--- src/rtl/mux4_arb_pkg.sv ---
// Shared types and constants for the 4-requester round-robin arbiter.
package mux4_arb_pkg;

  localparam int NUM_REQ = 4;

  typedef enum logic {
    IDLE  = 1'b0,
    GRANT = 1'b1
  } arb_state_e;

  function automatic logic [NUM_REQ-1:0] idx_to_onehot(input logic [1:0] idx);
    return 4'b0001 << idx;
  endfunction

endpackage

--- src/rtl/mux4_rr_pick.sv ---
// Combinational round-robin search: first asserted req at ptr, ptr+1, ... mod 4.
module mux4_rr_pick
  import mux4_arb_pkg::*;
(
  input  logic [NUM_REQ-1:0] req,
  input  logic [1:0]         ptr,
  output logic               found,
  output logic [1:0]         idx
);

  logic [1:0] cand;

  // Scan farthest-first so the candidate closest to ptr is the last to overwrite.
  always_comb begin
    found = 1'b0;
    idx   = ptr;
    cand  = ptr;
    for (int k = NUM_REQ - 1; k >= 0; k--) begin
      cand = ptr + 2'(k);
      if (req[cand]) begin
        found = 1'b1;
        idx   = cand;
      end
    end
  end

endmodule

--- src/rtl/mux4_rr_arbiter.sv ---
// Round-robin arbiter with per-owner burst limit driving a registered 4:1 data mux.
module mux4_rr_arbiter
  import mux4_arb_pkg::*;
#(
  parameter int WIDTH     = 1,
  parameter int MAX_BURST = 4
) (
  input  logic                clk,
  input  logic                rst_n,
  input  logic [NUM_REQ-1:0]  req,
  input  logic [WIDTH-1:0]    din0,
  input  logic [WIDTH-1:0]    din1,
  input  logic [WIDTH-1:0]    din2,
  input  logic [WIDTH-1:0]    din3,
  output logic [NUM_REQ-1:0]  gnt,
  output logic [1:0]          sel,
  output logic                en,
  output logic [WIDTH-1:0]    dout,
  output logic                busy
);

  localparam logic [3:0] BURST_MAX = 4'(MAX_BURST);

  arb_state_e       state;
  logic [1:0]       ptr;
  logic [3:0]       cnt;
  logic [1:0]       pick_ptr;
  logic [1:0]       pick_idx;
  logic             pick_found;
  logic             release_owner;
  logic [WIDTH-1:0] mux_p0;

  assign release_owner = !req[sel] || (cnt == BURST_MAX);

  // In GRANT the picker only matters on release, where the search starts at owner+1.
  assign pick_ptr = (state == GRANT) ? sel + 2'd1 : ptr;

  mux4_rr_pick u_pick (
    .req   (req),
    .ptr   (pick_ptr),
    .found (pick_found),
    .idx   (pick_idx)
  );

  always_comb begin
    case (sel)
      2'd0:    mux_p0 = din0;
      2'd1:    mux_p0 = din1;
      2'd2:    mux_p0 = din2;
      default: mux_p0 = din3;
    endcase
  end

  // Stage p0 -> registered grant/select and dout
  always_ff @(posedge clk or negedge rst_n) begin
    if (!rst_n) begin
      state <= IDLE;
      gnt   <= '0;
      sel   <= 2'd0;
      en    <= 1'b0;
      busy  <= 1'b0;
      ptr   <= 2'd0;
      cnt   <= 4'd0;
      dout  <= '0;
    end else begin
      dout <= en ? mux_p0 : '0;
      case (state)
        IDLE: begin
          if (pick_found) begin
            state <= GRANT;
            gnt   <= idx_to_onehot(pick_idx);
            sel   <= pick_idx;
            en    <= 1'b1;
            busy  <= 1'b1;
            cnt   <= 4'd1;
          end else begin
            gnt  <= '0;
            en   <= 1'b0;
            busy <= 1'b0;
          end
        end
        GRANT: begin
          if (release_owner) begin
            ptr <= sel + 2'd1;
            if (pick_found) begin
              gnt <= idx_to_onehot(pick_idx);
              sel <= pick_idx;
              cnt <= 4'd1;
            end else begin
              state <= IDLE;
              gnt   <= '0;
              en    <= 1'b0;
              busy  <= 1'b0;
            end
          end else if (cnt != BURST_MAX) begin
            cnt <= cnt + 4'd1;
          end
        end
        default: state <= IDLE;
      endcase
    end
  end

endmodule

--- config.mk ---
export PLATFORM = sky130hd
export DESIGN_NAME = mux4_rr_arbiter
export DESIGN_NICKNAME = d
export VERILOG_FILES = /design/src/rtl/mux4_arb_pkg.sv /design/src/rtl/mux4_rr_pick.sv /design/src/rtl/mux4_rr_arbiter.sv
export SDC_FILE = /design/constraint.sdc
export NUM_CORES = 1
export LEC_CHECK = 0
export CORE_MARGIN = 5
export CORE_UTILIZATION = 45
export CTS_BUF_LIST = sky130_fd_sc_hd__clkbuf_8
export CTS_CLUSTER_SIZE = 40
export DETAILED_ROUTE_END_ITERATION = 10
export DONT_BUFFER_PORTS = 1
export HOLD_SLACK_MARGIN = 0.02
export PLACE_DENSITY_LB_ADDON = 0.08
export SLEW_MARGIN = 20
export SYNTH_ARGS = -nofsm -noshare
export SYNTH_HDL_FRONTEND = slang
export SYNTH_SLANG_ARGS = --single-unit
--- constraint.sdc ---
create_clock -name clk -period 1.9 [get_ports clk]
set_clock_uncertainty 0.05 [all_clocks]
set_input_delay 0.19 -clock clk [delete_from_list [all_inputs] [get_ports clk]]
set_output_delay 0.19 -clock clk [all_outputs]
set_load 0.005 [all_outputs]
==> results_dict.tcl, run 1 <==
set metrics [dict create \
    leakage_nw 0.4495 \
    cp.arrival_ns 1.85 \
    clkTransAtPathRegs_ns 0.06 \
    drt_iter0_markers 12 \
    worstHoldPathType "input pin to flip-flop" \
    clk_latency_ns 0.25 \
    maxSlewHeadroom_pct 54.40 \
    timing.rr.start "sel[1]" \
    place_hpwl_um 1315 \
    crit_start "sel[1]" \
    grt_overflow 0 \
    final_common_cell "dfrtp_1" \
    numCtsBuffers 3 \
    min-delay-start "din3" \
    fin_nets 108 \
    slew_viol_final 0 \
    pwr-share-seq_pct 33.9 \
    ff2ff_path_depth 7 \
    antenna_left 0 \
    min_path_cells 2 \
    fmax_mhz 566.5 \
    setup_violations 0 \
    ys_seq_area_share_pct 43.48 \
    swShare_pct 39.25 \
    status "finished clean" \
    p_clk_share_pct 15.9 \
    die_y_um 53.80 \
    ir_worst_vdd_mv 0.8411 \
    drive_above_1_share_pct 18.68 \
    numPortBuffers 0 \
    grt_util_all_layers_pct 14.92 \
    multiInputGateArea_um2 467.9 \
    netlist_instances 84 \
    wl_per_cell_um 15.17 \
    layout_common_cells "dfrtp_1 (15), inv_1 (8), nand2_1 (8)" \
    place_area_um2 909.6 \
    core_area_um2 1783 \
    start_util_pct 48.42 \
    cts-root-buf "clkbuf_8" \
    cp-start-kind "flip-flop" \
    rows 15 \
    num_vias 650 \
    post-route-min-period_ns 1.765 \
    cp_max_fo 5 \
    worstSetupEndpointType "flip-flop" \
    gp_congestion 0.8234 \
    dr.pass1.iters 4 \
    min_to "dout" \
    wl_um 1760 \
    syn_nets 100 \
    setup_tns_ns 0 \
    io_pins 19 \
    fp.dieW_um 53.80 \
    clockBufferDepth 2 \
    critPathKind "flip-flop to flip-flop" \
    tightest_slew_ns 0.6818 \
    dp_slack_ns 0.005259 \
    p_comb_share_pct 50.1 \
    avgSynthCellArea_um2 10.28 \
    cts_tree "yes" \
    p_sw_w 0.0006349 \
    final_cell_area_um2 985.9 \
    htree_levels 1 \
    post_cts_buffers 0 \
    grt_pass1_vias 658 \
    grt_max_degree 16 \
    p_int_w 0.0009826 \
    synthDistinctLibCells 30 \
    r2r-end "gnt[0]" \
    grt_pass1_wl_um 3056 \
    reg2reg_slack_ns 0.13 \
    clock-sinks 15 \
    syn_to_final_growth_pct 14.20 \
    ys_ff_latch 15 \
    crit_required_ns 1.99 \
    die_area_um2 2894 \
    yosysWarnings 0 \
    antenna_found_initial 0 \
    p_per_area_nw_per_um2 1641 \
    finalCritPeriodShare_pct 92.91 \
    whs_ns 0.04046 \
    drc 0 \
    via_per_inst 5.603 \
    syn_area_um2 863.3 \
    final-hold-violation-count 0 \
    fillCellCount 167 \
    regArea_um2 375.4 \
    antenna_cells 0 \
    maxCapViolCount 0 \
    worst_slack_ns 0.1348 \
    rsz0062_at_grt "false" \
]
-- worst max-delay path, stage by stage (launching register included) --
cell	delay (ns)
dfrtp_1	0.41
inv_1	0.14
ha_4	0.23
mux2i_4	0.20
mux2i_1	0.21
o2bb2ai_1	0.16
nor3_2	0.08
a22o_1	0.18
-- power groups by stage --
stage / clock network [W] / logic (W) / registers [W]
6_report: 0.000257 / 0.000811 / 0.000549
5_1_grt: 0.000276 / 0.000913 / 0.000572
4_1_cts: 0.000261 / 0.000789 / 0.000552
3_5_place_dp: 0 / 0.000757 / 0.000552
3_3_place_gp: 0 / 0.000739 / 0.000548
2_1_floorplan: 0 / 0.000599 / 0.000543
-- metrics by stage --
stage                     power, W  cells  utilization (%)
after detailed placement  0.001309    111            51.02
after global placement    0.001288    111            51.02
after global routing      0.001762    116            55.30
final                     0.001617    116            55.30
after floorplan           0.001142     84                -
after CTS                 0.001603    116            54.60
-- synth_stat cells --
cell type  count  area share [%]
buf_6          1             1.3
nand2_1        8             3.5
a31o_1         1             1.0
a22o_1         3             3.0
nor2b_1        1            0.73
and3_4         1             1.3
nand2b_1       2             1.4
mux4_2         1             2.6
a211o_1        1             1.0
nor2_2         1            0.73
o21ai_1        3             1.7
nor3_2         1             1.2
o21ai_0        3             1.7
a222oi_1       1             1.2
nor4_2         1             1.4
o2bb2ai_1      1             1.0
dfrtp_1       15              43
inv_1          7             3.0
mux2_2         2             2.6
and2b_2        1             1.0
nand3_1        2             1.2
nand3b_1       1            0.87
buf_4          1            0.87
mux2i_1        3             3.5
a31oi_1        5             3.6
or2b_1         1            0.87
ha_1           6             8.7
a21boi_0       1            0.87
nor2_1         5             2.2
a21oi_1        4             2.3
-- layout make-up --
cell class	count	area share, %
Clock buffer	3	4.188
Multi-Input combinational cell	60	47.46
Timing Repair Buffer	5	4.061
Sequential cell	15	38.07
Inverter	7	2.665
Clock inverter	1	0.3807
Tap cell	25	3.173
-- kinds of logic (layout without fill, tap and decap cells) --
| group | count (synthesis) | count (layout) | share of synthesized area [%] |
|---|---|---|---|
| AO/OA/AOI/OAI | 23 | 23 | 17.54 |
| flip-flops | 15 | 15 | 43.48 |
| AND/OR/NAND/NOR | 25 | 25 | 16.38 |
| multiplexers | 6 | 6 | 8.695 |
| buffers and inverters | 9 | 16 | 5.218 |
| adder cells (fa/ha/maj) | 6 | 6 | 8.695 |
-- layer usage --
| layer | vias up | share of wire (%) | track usage, % | wire length (µm) |
|---|---|---|---|---|
| li1 | 316 | - | - | - |
| met1 | 312 | 46 | 17.87 | 807 |
| met2 | 15 | 45 | 22.98 | 788 |
| met3 | 7 | 5.9 | 4.709 | 103 |
| met4 | 0 | 3.4 | 9.362 | 60 |
| met5 | - | 0 | 0 | 0 |
-- worst max-delay path by stage --
stage	endpoint	slack, ns	depth (start not counted)
2_1_floorplan	gnt[1]	0.05	7
3_3_place_gp	gnt[1]	0.09	7
3_5_place_dp	gnt[1]	0.005	7
4_1_cts	gnt[0]	0.07	7
5_1_grt	gnt[2]	0.03	7
6_report	gnt[0]	0.13	7
-- flip-flops by register name, summed over array words and instances, names as in the netlist --
register / count
state: 1
sel: 2
dout: 1
ptr: 2
busy: 1
cnt: 4
gnt: 4
-- timing repair --
action	in CTS	in global routing
endpoints found under the setup margin	1	3
hold buffers	1	0
gates resized for setup	1	1
endpoints found under the hold margin	15	0
pin swaps	0	1
(Power assumes the default switching activity.)
==> run 2: changes to the inputs <==
- CORE_UTILIZATION: 45 -> 57
==> run 2 against run 1 <==
Effect of this change:
- routed wire length is 3.8% lower
- register-to-register slack lost 0.04 ns
- fmax fell by 2.1%
- highest routed layer unchanged
==> results_dict.tcl, run 2 (synthesis gave the netlist of run 1 again) <==
set metrics [dict create \
    crit_slowest_cell "dfrtp_1" \
    numPlacedInstances 102 \
    io_pins 19 \
    ir_worst_vdd_mv 0.9622 \
    clkTransAtPathRegs_ns 0.06 \
    dr.max_layer_used "met4" \
    p_int_w 0.001013 \
    crit_buf_inv 2 \
    cp.arrival_ns 1.88 \
    htree_levels 1 \
    grt_pass1_vias 676 \
    finalCritPeriodShare_pct 94.86 \
    p_clk_share_pct 15.2 \
    cp_max_fo 5 \
    cpMostUsedCell "buf_4" \
    worstSetupEndpointType "flip-flop" \
    layout_common_cells "dfrtp_1 (15), nand2_1 (8), inv_1 (7), buf_4 (6)" \
    drive_above_1_share_pct 21.51 \
    slowest_delay_ns 0.38 \
    leakage_nw 0.4566 \
    crit_start "sel[0]" \
    final-hold-violation-count 0 \
    dr.pass1.iters 4 \
    maxCapViolCount 0 \
    die_y_um 48.92 \
    top_regs "cnt (4), gnt (4)" \
    final_common_cell "dfrtp_1" \
    p_comb_share_pct 51.8 \
    routed-wl-met3_um 70 \
    swShare_pct 38.35 \
    grt_pass1_wl_um 2994 \
    status "finished clean" \
    start_util_pct 58.67 \
    wl_per_cell_um 15.53 \
    grt_overflow 0 \
    wl_met1_um 781 \
    fillCellCount 128 \
    cts_tree "yes" \
    p_per_area_nw_per_um2 1675 \
    die_area_um2 2393 \
    timing.rr.start "sel[0]" \
    fmax_mhz 554.8 \
    wl_um 1693 \
    antenna_found_initial 0 \
    post-route-min-period_ns 1.802 \
    clockBufferDepth 2 \
    numCtsBuffers 3 \
    critPathTopFamily "compound AO/OA/AOI/OAI gates" \
    clock-sinks 15 \
    fin_cells 109 \
    drt_iter0_markers 10 \
    clk_latency_ns 0.25 \
    worstHoldPathType "input pin to flip-flop" \
    cp-start-kind "flip-flop" \
    min-delay-start "din3" \
    slew_viol_final 0 \
    maxSlewHeadroom_pct 55.01 \
    cts-root-buf "clkbuf_8" \
    num_vias 637 \
    grt_max_degree 16 \
    tightest_slew_ns 0.6726 \
    fp.dieW_um 48.92 \
    pwr-share-seq_pct 33.0 \
    p_sw_w 0.0006301 \
    numPortBuffers 0 \
    wl_met2_um 809 \
    setup_violations 0 \
    syn_to_final_growth_pct 13.62 \
    worstPathCellList "buf_4 -> buf_4 -> nand2b_1 -> a211o_1 -> a31o_1 -> a22o_1" \
    gp_congestion 0.7788 \
    setup_tns_ns 0 \
    antenna_cells 0 \
    critPathKind "flip-flop to flip-flop" \
    rows 14 \
    drc 0 \
    core_area_um2 1471 \
    fin_nets 110 \
    antenna_left 0 \
    grt_util_all_layers_pct 15.65 \
    whs_ns 0.04188 \
    crit_required_ns 1.98 \
    via_per_inst 5.844 \
]
[run 2: changes by cell type in the layout (fill, tap and decap cells not counted), sizes merged]
cell	change
buf	+2
[run 2: worst reg2reg max path, cell delays in order (launching register included)]
cell and delay (ns):
dfrtp_1 0.38, buf_4 0.13, buf_4 0.15, nand2b_1 0.22, a211o_1 0.31, a31o_1 0.24, a22o_1 0.20
[run 2: timing repair]
item,in CTS,in global routing
setup endpoints to repair,0,6
resized for setup,0,3
setup buffers,0,2
hold buffers,1,0
endpoints found under the hold margin,15,0
[run 2: power groups by stage]
stage          Combinational [W]  Clock (W)  Sequential (W)
6_report                0.000851   0.000250        0.000541
5_1_grt                 0.000976   0.000278        0.000556
4_1_cts                 0.000795   0.000261        0.000543
3_5_place_dp            0.000782          0        0.000548
3_3_place_gp            0.000765          0        0.000547
2_1_floorplan           0.000599          0        0.000543
[run 2: stage by stage]
stage / setup slack (ns) / power, W / instance area [µm²] / util, %
3_5_place_dp: 0.08573 / 0.001330 / 898.4 / 61.05
5_1_grt: -0.01974 / 0.001809 / 980.9 / 66.67
4_1_cts: 0.07017 / 0.001599 / 953.4 / 64.80
6_report: 0.09764 / 0.001643 / 980.9 / 66.67
2_1_floorplan: 0.04999 / 0.001142 / 867.1 / -
3_3_place_gp: 0.1170 / 0.001312 / 898.4 / 61.05
[run 2: cell type report]
| type | instances | area, µm² | area share, % |
|---|---|---|---|
| flip-flops and latches | 15 | 375.4 | 38.27 |
| inverters | 7 | 26.28 | 2.679 |
| repair buffers | 7 | 55.05 | 5.612 |
| clock inverters | 1 | 3.754 | 0.3827 |
| multi-input cells | 60 | 459.2 | 46.81 |
| well taps | 16 | 20.02 | 2.041 |
| clock buffers | 3 | 41.29 | 4.209 |
[run 2: metal layers]
metal | track usage [%] | vias to the layer above
met4 | 6.726 | 0
met5 | 0 | -
met3 | 3.058 | 4
met1 | 19.42 | 300
met2 | 26.09 | 15
li1 | - | 318
[run 2: final timing paths]
path	to	slack, ns	depth (start not counted)
setup / recovery	gnt[0]	0.1	6
hold / removal	dout	0.04	2
setup reg to reg	gnt[0]	0.1	6
hold reg to reg	cnt[2]	0.45	1
max in group asynchronous	gnt[2]	1.00	1
min in group asynchronous	state	0.37	1
==> run 3: changes to the inputs <==
- CORE_UTILIZATION: 57 -> 54
- CTS_BUF_LIST: sky130_fd_sc_hd__clkbuf_8 -> unset
- GPL_ROUTABILITY_DRIVEN: unset -> 1
==> run 3 against run 2 <==
Effect of this change:
- register-to-register slack improved by 0.03 ns
- routed wire length decreased by 0.53%
- combinational power increased by 3.4%
- critical endpoint is now ptr[0]
- first-iteration DRC count increased by 50%
- clock-buffer cell count unchanged
- highest routed layer unchanged
- setup slack improved by 0.030 ns
- cell count increased by 0.92%
- sequential cell count unchanged
- global-route usage decreased by 0.40 points
- worst hold slack got worse by 0.014 ns
- die area increased by 4.4%
- total power decreased by 2.4%
==> results_dict.tcl, run 3 (synthesis gave the netlist of run 1 again) <==
set metrics [dict create \
    drc 0 \
    start_util_pct 57.31 \
    ff2ff_path_depth 4 \
    crit_required_ns 2.02 \
    final_common_cell "dfrtp_1" \
    die_area_um2 2499 \
    clockBufferDepth 2 \
    fmax_mhz 564.1 \
    cts_tree "yes" \
    htree_levels 1 \
    worstSetupEndpointType "flip-flop" \
    num_vias 661 \
    maxCapViolCount 0 \
    syn_to_final_growth_pct 12.46 \
    status "finished clean" \
    min-delay-start "din3" \
    cp_max_fo 3 \
    antenna_found_initial 0 \
    timing.rr.start "sel[1]" \
    ir_worst_vdd_mv 0.9594 \
    worstHoldPathType "input pin to flip-flop" \
    numPlacedInstances 103 \
    leakage_nw 0.4512 \
    p_per_area_nw_per_um2 1652 \
    slowest_delay_ns 0.50 \
    clock-sinks 15 \
    top_regs "cnt (4), gnt (4)" \
    grt_max_degree 16 \
    p_clk_share_pct 11.1 \
    wl_um 1684 \
    final-hold-violation-count 0 \
    utilization_pct 64.45 \
    total_power_w 0.001604 \
    grt_overflow 0 \
    gp_congestion 0.8037 \
    min_path_cells 2 \
    post-route-min-period_ns 1.773 \
    die_y_um 49.99 \
    slew_viol_final 0 \
    finalCritPeriodShare_pct 93.30 \
    swShare_pct 39.79 \
    wl_per_cell_um 15.31 \
    routed-wl-met3_um 125 \
    clk_latency_ns 0.29 \
    rows 14 \
    io_pins 19 \
    fin_cells 110 \
    via_per_inst 6.009 \
    worstPathCellList "buf_4 -> mux4_2 -> a21boi_1 -> mux2_2" \
    core_area_um2 1506 \
    p_comb_share_pct 54.9 \
    critPathKind "flip-flop to flip-flop" \
    antenna_cells 0 \
    p_int_w 0.0009660 \
    tightest_slew_ns 0.6442 \
    rsz0062_at_grt "false" \
    dr.pass1.iters 4 \
    crit_start "sel[1]" \
    wl_met1_um 801 \
    grt_util_all_layers_pct 15.25 \
    wl_met2_um 735 \
    maxSlewHeadroom_pct 56.91 \
    layout_common_cells "dfrtp_1 (15), nand2_1 (8), buf_4 (7)" \
    grt_pass1_wl_um 2891 \
    antenna_left 0 \
    pwr-share-seq_pct 34.0 \
    grt_pass1_vias 639 \
    clkTransAtPathRegs_ns 0.09 \
    whs_ns 0.02748 \
    p_sw_w 0.0006383 \
    setup_tns_ns 0 \
    numCtsBuffers 3 \
    cts-root-buf "clkbuf_4" \
    cp-start-kind "flip-flop" \
    numPortBuffers 0 \
    fp.dieW_um 49.99 \
    cp.arrival_ns 1.90 \
    setup_violations 0 \
    dr.max_layer_used "met4" \
    fin_nets 111 \
    crit_slowest_cell "mux4_2" \
    place_hpwl_um 1220 \
    drive_above_1_share_pct 24.47 \
    drt_iter0_markers 15 \
]
## run 3: power groups by stage
| stage | Clock (W) | Sequential, W | Combinational, W |
|---|---|---|---|
| 4_1_cts | 0.000185 | 0.000546 | 0.000808 |
| 5_1_grt | 0.000206 | 0.000565 | 0.00101 |
| 3_3_place_gp | 0 | 0.000549 | 0.000778 |
| 3_5_place_dp | 0 | 0.000550 | 0.000798 |
| 2_1_floorplan | 0 | 0.000543 | 0.000599 |
| 6_report | 0.000178 | 0.000546 | 0.000880 |
## run 3: worst max-delay path, delay by kind of cell, from the launching register on
kind	cells	cell delay (ns)
compound gates	1	0.23
buf+inv	1	0.13
mux	2	0.86
flops	1	0.39
## run 3: repair_timing
item                                   CTS  global route
endpoints found under the hold margin   15             0
setup endpoints to repair                0             5
hold buffers                             1             0
gates resized for setup                  0             4
buffers inserted                         0             2
## run 3: area by class of cell
type	count	area (µm²)
Sequential cell	15	375.4
Timing Repair Buffer	8	62.56
Clock buffer	3	22.52
Clock inverter	1	5.005
Fill cell	123	535.5
Inverter	7	26.28
Multi-Input combinational cell	60	459.2
Tap cell	16	20.02
## run 3: per-layer routing
layer / global-route usage, % / vias to the layer above
li1: - / 320
met4: 6.550 / 0
met3: 6.928 / 3
met5: 0 / -
met1: 21.48 / 318
met2: 19.67 / 20
## run 3: worst paths after layout
kind	end	slack (ns)
worst max-delay path	ptr[0]	0.13
worst min-delay path	dout	0.03
worst max register to register	ptr[0]	0.13
worst min register to register	cnt[2]	0.46
max in group asynchronous	state	1.07
min in group asynchronous	sel[0]	0.31
## run 3: metrics by stage
step / cell area, µm² / worst slack, ns
4_1_cts: 943.4 / 0.05462
5_1_grt: 970.9 / 0.003752
2_1_floorplan: 867.1 / 0.04999
3_3_place_gp: 905.9 / 0.1246
6_report: 970.9 / 0.1273
3_5_place_dp: 905.9 / 0.05014
